--- src/rtl/exe_muldiv_unit_pkg.sv ---
// Shared encodings for the EXE-stage multiply/divide unit: op codes and FSM states.
package exe_muldiv_unit_pkg;

  typedef enum logic [2:0] {
    MD_MULT  = 3'd0,
    MD_MULTU = 3'd1,
    MD_DIV   = 3'd2,
    MD_DIVU  = 3'd3,
    MD_MFHI  = 3'd4,
    MD_MFLO  = 3'd5,
    MD_MTHI  = 3'd6,
    MD_MTLO  = 3'd7
  } md_op_t;

  typedef enum logic {
    ST_IDLE = 1'b0,
    ST_RUN  = 1'b1
  } md_state_t;

  // Ops that occupy the iterative core for WIDTH cycles.
  function automatic logic is_iter_op(input md_op_t op);
    return (op == MD_MULT) || (op == MD_MULTU) || (op == MD_DIV) || (op == MD_DIVU);
  endfunction

endpackage

--- src/rtl/exe_muldiv_unit_iter_core.sv ---
// Radix-2 datapath: shift-add multiply and restoring divide on operand magnitudes,
// with sign correction applied to the value produced by the current step.
module muldiv_iter_core #(
  parameter int WIDTH = 32
) (
  input  logic             clk,
  input  logic             rst_n,
  input  logic             i_load,
  input  logic             i_step,
  input  logic             i_is_div,
  input  logic             i_is_signed,
  input  logic [WIDTH-1:0] i_src_a,
  input  logic [WIDTH-1:0] i_src_b,
  output logic [WIDTH-1:0] o_res_hi,
  output logic [WIDTH-1:0] o_res_lo
);

  logic [WIDTH-1:0]   r_hi, r_lo, r_opnd;
  logic               r_is_div, r_neg_hi, r_neg_lo;
  logic [WIDTH-1:0]   w_mag_a, w_mag_b, w_nxt_hi, w_nxt_lo;
  logic [WIDTH:0]     w_sum, w_shift, w_diff;
  logic [2*WIDTH-1:0] w_prod;

  assign w_mag_a = (i_is_signed && i_src_a[WIDTH-1]) ? -i_src_a : i_src_a;
  assign w_mag_b = (i_is_signed && i_src_b[WIDTH-1]) ? -i_src_b : i_src_b;

  assign w_sum   = {1'b0, r_hi} + {1'b0, (r_lo[0] ? r_opnd : {WIDTH{1'b0}})};
  assign w_shift = {r_hi, r_lo[WIDTH-1]};
  assign w_diff  = w_shift - {1'b0, r_opnd};

  // NOTE: every always_comb output gets a default first so no path can infer a latch.
  always_comb begin
    w_nxt_hi = w_sum[WIDTH:1];
    w_nxt_lo = {w_sum[0], r_lo[WIDTH-1:1]};
    if (r_is_div) begin
      w_nxt_hi = w_diff[WIDTH] ? w_shift[WIDTH-1:0] : w_diff[WIDTH-1:0];
      w_nxt_lo = {r_lo[WIDTH-2:0], ~w_diff[WIDTH]};
    end
  end

  // Divide by zero needs no special case: the remainder path reassembles the
  // dividend magnitude, the quotient fills with ones, and r_neg_lo stays clear.
  assign w_prod = {w_nxt_hi, w_nxt_lo};

  always_comb begin
    {o_res_hi, o_res_lo} = r_neg_lo ? -w_prod : w_prod;
    if (r_is_div) begin
      o_res_hi = r_neg_hi ? -w_nxt_hi : w_nxt_hi;
      o_res_lo = r_neg_lo ? -w_nxt_lo : w_nxt_lo;
    end
  end

  // NOTE: sequential state uses non-blocking assignments only; every register,
  // accumulators included, takes a defined value on reset.
  always_ff @(posedge clk or negedge rst_n) begin
    if (!rst_n) begin
      r_hi     <= '0;
      r_lo     <= '0;
      r_opnd   <= '0;
      r_is_div <= 1'b0;
      r_neg_hi <= 1'b0;
      r_neg_lo <= 1'b0;
    end else if (i_load) begin
      r_hi     <= '0;
      r_lo     <= i_is_div ? w_mag_a : w_mag_b;
      r_opnd   <= i_is_div ? w_mag_b : w_mag_a;
      r_is_div <= i_is_div;
      r_neg_hi <= i_is_div & i_is_signed & i_src_a[WIDTH-1];
      r_neg_lo <= i_is_signed & (i_src_a[WIDTH-1] ^ i_src_b[WIDTH-1]) & (~i_is_div | (|i_src_b));
    end else if (i_step) begin
      r_hi <= w_nxt_hi;
      r_lo <= w_nxt_lo;
    end
  end

endmodule

--- src/rtl/exe_muldiv_unit.sv ---
// EXE-stage multiply/divide unit: HI/LO registers, IDLE/RUN sequencer for the
// iterative core, MF*/MT* access and the pipeline stall request.
module exe_muldiv_unit
  import exe_muldiv_unit_pkg::*;
#(
  parameter int WIDTH = 32,
  parameter int CNT_W = 5
) (
  input  logic             clk,
  input  logic             reset,
  input  logic             start,
  input  logic [2:0]       op,
  input  logic [WIDTH-1:0] src_a,
  input  logic [WIDTH-1:0] src_b,
  input  logic             flush,
  output logic             busy,
  output logic             stall_req,
  output logic [WIDTH-1:0] hi,
  output logic [WIDTH-1:0] lo,
  output logic [WIDTH-1:0] mf_result
);

  localparam logic [CNT_W-1:0] CNT_LAST = CNT_W'(WIDTH - 1);

  md_state_t        r_state, w_next;
  md_op_t           w_op;
  logic [CNT_W-1:0] r_count;
  logic [WIDTH-1:0] r_hi, r_lo, w_res_hi, w_res_lo;
  logic             w_accept, w_load, w_step, w_write;

  assign w_op      = md_op_t'(op);
  assign busy      = (r_state == ST_RUN);
  assign w_accept  = start & ~busy & ~flush;
  assign stall_req = start & busy & ~flush;
  assign hi        = r_hi;
  assign lo        = r_lo;

  always_comb begin
    w_next  = r_state;
    w_load  = 1'b0;
    w_step  = 1'b0;
    w_write = 1'b0;
    case (r_state)
      ST_IDLE: begin
        if (w_accept && is_iter_op(w_op)) begin
          w_load = 1'b1;
          w_next = ST_RUN;
        end
      end
      ST_RUN: begin
        // A flush, even on the last step, abandons the result.
        if (flush) begin
          w_next = ST_IDLE;
        end else begin
          w_step = 1'b1;
          if (r_count == CNT_LAST) begin
            w_write = 1'b1;
            w_next  = ST_IDLE;
          end
        end
      end
      default: w_next = ST_IDLE;
    endcase
  end

  always_comb begin
    mf_result = '0;
    if (start && !busy) begin
      if (w_op == MD_MFHI) mf_result = r_hi;
      if (w_op == MD_MFLO) mf_result = r_lo;
    end
  end

  always_ff @(posedge clk or negedge reset) begin
    if (!reset) begin
      r_state <= ST_IDLE;
      r_count <= '0;
      r_hi    <= '0;
      r_lo    <= '0;
    end else begin
      r_state <= w_next;
      if (w_load)      r_count <= '0;
      else if (w_step) r_count <= r_count + 1'b1;
      if (w_write) begin
        r_hi <= w_res_hi;
        r_lo <= w_res_lo;
      end else if (w_accept) begin
        if (w_op == MD_MTHI) r_hi <= src_a;
        if (w_op == MD_MTLO) r_lo <= src_a;
      end
    end
  end

  muldiv_iter_core #(
    .WIDTH(WIDTH)
  ) u_core (
    .clk        (clk),
    .rst_n      (reset),
    .i_load     (w_load),
    .i_step     (w_step),
    .i_is_div   ((w_op == MD_DIV) || (w_op == MD_DIVU)),
    .i_is_signed((w_op == MD_MULT) || (w_op == MD_DIV)),
    .i_src_a    (src_a),
    .i_src_b    (src_b),
    .o_res_hi   (w_res_hi),
    .o_res_lo   (w_res_lo)
  );

endmodule
--- config.mk ---
export PLATFORM = sky130hd
export DESIGN_NAME = exe_muldiv_unit
export DESIGN_NICKNAME = d
export VERILOG_FILES = /design/src/rtl/exe_muldiv_unit_pkg.sv /design/src/rtl/exe_muldiv_unit_iter_core.sv /design/src/rtl/exe_muldiv_unit.sv
export SDC_FILE = /design/constraint.sdc
export NUM_CORES = 1
export LEC_CHECK = 0
export CAP_MARGIN = 20
export CORE_MARGIN = 3
export CORE_UTILIZATION = 54
export CTS_BUF_LIST = sky130_fd_sc_hd__clkbuf_4 sky130_fd_sc_hd__clkbuf_8
export DETAILED_ROUTE_END_ITERATION = 8
export GPL_ROUTABILITY_DRIVEN = 0
export MAX_ROUTING_LAYER = met4
export PLACE_DENSITY = 0.86
export SLEW_MARGIN = 15
export SYNTH_ARGS = -nofsm -noshare
export SYNTH_HDL_FRONTEND = slang
export SYNTH_SLANG_ARGS = --single-unit
--- constraint.sdc ---
create_clock -name clk -period 5.04 [get_ports clk]
set_clock_uncertainty 0.15 [all_clocks]
set_input_delay 0.504 -clock clk [delete_from_list [all_inputs] [get_ports clk]]
set_output_delay 0.504 -clock clk [all_outputs]
set_load 0.1 [all_outputs]
==> key figures <==
Die
  – Die height: roughly 180 um
  – Chip width: 180 um
  – Rows: 63
  – Die area: about 32000 um2
  – Num ports: 169
  – Initial core utilization: 0.550
  – Core box area: 29800 um2

Finish
  – Nets@finish: ~2400
  – P&R area growth vs syn: 20.0%
  – Final core utilization: 0.660
  – Share of cells above drive strength 1: 0.122

Placed design
  – IO Port Bufs: 168
  – HPWL Detailed: between 40000 and 50000 um

Critical path
  – Most used cell, CP: buf_4
  – CP Depth: 16
  – Crit-path max FO: 16
  – RR Endpoint: hi[15]
  – Max stage delay on crit path: 0.64 ns
  – Critical Path End: hi[15]
  – R2r setup slk: -0.07 ns
  – CP Launch Point: u_core.r_hi[17]
  – Crit-path cells: ha_1 > nand2_1 > o21ai_1 > a211o_1 > a21o_1 > buf_4 > o21ai_1 > buf_4 > a2111oi_1 > a311oi_2 > or4b_1 > nor3b_4 > buf_4 > a31oi_1 > a211oi_1 > a211oi_1
  – R2R cell count: 16
  – Worst EP required: 5.25 ns
  – Critical Path Start Type: register
  – Critical Path AT: 5.31 ns
  – Critical setup path kind: register to register
  – Worst R2R Start: u_core.r_hi[17]
  – Nature of the critical path endpoint: register
  – Worst path buffer plus inverter count: 3
  – CP max stage cell: or4b_1
  – Critical path's top delay family: compound AO/OA/AOI/OAI gates

Clock tree
  – Root Driver: clkbuf_8
  – Cts bufs inserted: 17
  – Clock Tree Buf Depth: 2
  – Clock Sinks: 169
  – Clk_lat worst skew: 0.51 ns
  – Reg clk slew, reported paths: 0.12 ns
  – CTS tree: built
  – H-tree Lvls: 4

Timing
  – Worst Max-Slew Pin Slew: ~1.2 ns
  – Final period utilization: 1.01
  – FMAX: 196 MHz
  – Slew Limit Fails: 0
  – RSZ-0062 raised after global routing: true
  – Fin worst setup slack: -0.0675 ns
  – Final setup TNS: -0.0891 ns
  – Final min period: 5.11 ns
  – Setup violations, final: 2
  – Hold_ws: 0.390 ns
  – Final hold violations: 0
  – Rel. slew slack: 0.202

Global route
  – Initial antenna violation count: 2
  – Tot GR Track Use: 0.407
  – Vias in the first global route: between 15000 and 20000
  – Total grt overflow: 0
  – Largest net degree at the start of global routing: 100
  – First-pass GRT wire length: slightly above 100000 um

Synth
  – Synth warn: 0
  – Top cell type's share of synthesized area: 0.258
  – Count of cell types in the netlist: 92
  – Post-synthesis sequential area ratio: 0.258
  – EDFF count, synth: 0
  – Mapped Cells: 2080
  – Top FF cell, synth: dfrtp_1
  – Yosys reg bits: 169
  – Async set-reset flop share out of synthesis: 1.00
  – Leading area contributor after synthesis: dfrtp_1
  – Syn Std Cell Area: 16400 um2
  – Syn avg cell area: 7.87 um2
  – Dominant cells by area after synthesis: dfrtp_1 26%, ha_1 5.3%, mux2i_1 4.9%
  – Net Count, Synth: about 2200

Drt
  – Pre-Repair DR Iteration Count: 9
  – # DRC: 7
  – Drt wl/cell: 25.2 um
  – Antenna-violating nets left: 0
  – Initial drt markers: 3655
  – Via count: roughly 19000
  – Vias per cell: 7.15
  – Routed WL: 67500 um

Outcome
  – Failing checks: DRC, setup timing
  – Status: finished, violations left

Power and ir drop
  – IR drop worst, VDD: 0.341 mV
  – Pleak: 8.31 nW
  – P per Cell Area: roughly 690 nW/um2

Job
  – Max-cap violations: 0

Worst hold path
  – Hold Crit Class: register to register
registers in the layout, indices dropped and copies added, names as in the netlist:
name             flops
u_core.r_opnd       32
busy                 1
u_core.r_neg_lo      1
hi                  32
u_core.r_lo         32
u_core.r_hi         32
r_count              5
u_core.r_is_div      1
lo                  32
u_core.r_neg_hi      1
layout by cell type (no fill, tap or decap), types with 31 or more instances in the layout:
master	instances
o21ai_0	146
ha_1	69
a211oi_1	35
clkdlybuf4s50_1	134
xor2_1	70
nor2_1	179
a22oi_1	41
nor3_1	47
o221ai_1	31
inv_1	68
dfrtp_1	167
a21o_1	33
nand2_1	209
mux2i_1	80
and2_1	58
buf_4	156
xnor2_1	81
a21oi_1	150
synth_stat cells (37+ instances only):
cell type	number
xnor2_1	84
clkbuf_1	98
nand2_1	210
nor2_1	181
o21ai_0	149
dfrtp_1	169
a211oi_1	37
and2_1	59
a22oi_1	41
ha_1	70
nor3_1	49
inv_1	68
xor2_1	70
a21oi_1	153
mux2i_1	80
logic make-up (layout without fill, tap and decap cells):
logic type / Yosys count / after routing / synth area share
other: 0 / 2 / 0
AOI/OAI and AO/OA: 724 / 724 / 0.301
DFF: 169 / 169 / 0.258
buffers and inverters: 192 / 395 / 0.0451
muxes: 93 / 93 / 0.0581
adders and majority gates: 72 / 72 / 0.0559
and+or+nand+nor: 676 / 676 / 0.199
xor gates and xnor gates: 154 / 154 / 0.0824
through the flow:
stage          setup slack [ns]  cells  cell area [um2]  total power, mW
2_1_floorplan            0.0631   2080            16400             8.34
3_3_place_gp            -0.0410   2628            18900             11.4
3_5_place_dp             -0.115   2628            18900             11.6
4_1_cts                 0.00273   2662            19400             12.7
5_1_grt                  -0.197   2675            19700             14.1
6_report                -0.0675   2675            19700             13.6
routing by layer:
layer	global-route usage	routed length, um	vias up	part of all wire
li1	-	-	8117	-
met3	0.122	9560	509	0.14
met2	0.601	28600	1676	0.42
met4	0.259	6210	0	0.092
met1	0.486	23200	8813	0.34
met5	-	0	-	0
worst min path at each step:
stage,slack (ns),start,to,depth (start not counted)
finish,0.39,r_count[0],r_count[0],1
global route,0.43,r_count[0],r_count[0],1
CTS,0.40,r_count[0],r_count[0],1
detailed placement,0.38,u_core.r_lo[1],u_core.r_lo[1],1
global placement,0.37,r_count[0],r_count[0],1
floorplan,0.06,reset,busy,0
what timing repair did:
item,CTS,global route
resized for setup,6,36
buffers inserted,1,11
pin swaps,1,14
hold buffers,1,0
setup endpoints to repair,3,29
endpoints found under the hold margin,75,0
report_power, final:
part           internal, mW  switching [mW]
clock network         0.386           0.684
registers              1.75           0.533
logic                  3.58            6.71
worst register-to-register path, stage by stage (launching register included):
cell and delay (ns):
dfrtp_1 0.46, ha_1 0.41, nand2_1 0.16, o21ai_1 0.31, a211o_1 0.31, a21o_1 0.21, buf_4 0.23, o21ai_1 0.19
buf_4 0.23, a2111oi_1 0.47, a311oi_2 0.17, or4b_1 0.65, nor3b_4 0.27, buf_4 0.15, a31oi_1 0.10, a211oi_1 0.40
a211oi_1 0.11
area by class of cell:
type	instances	area [um2]
Sequential cell	169	4230
Inverter	68	255
Tap cell	390	488
Clock buffer	17	234
Fill cell	2361	10100
Clock inverter	15	191
Multi-Input combinational cell	1719	11700
Timing Repair Buffer	295	2580
Antenna cell	2	5.00
No activity file was read; power rests on OpenSTA's default activity.
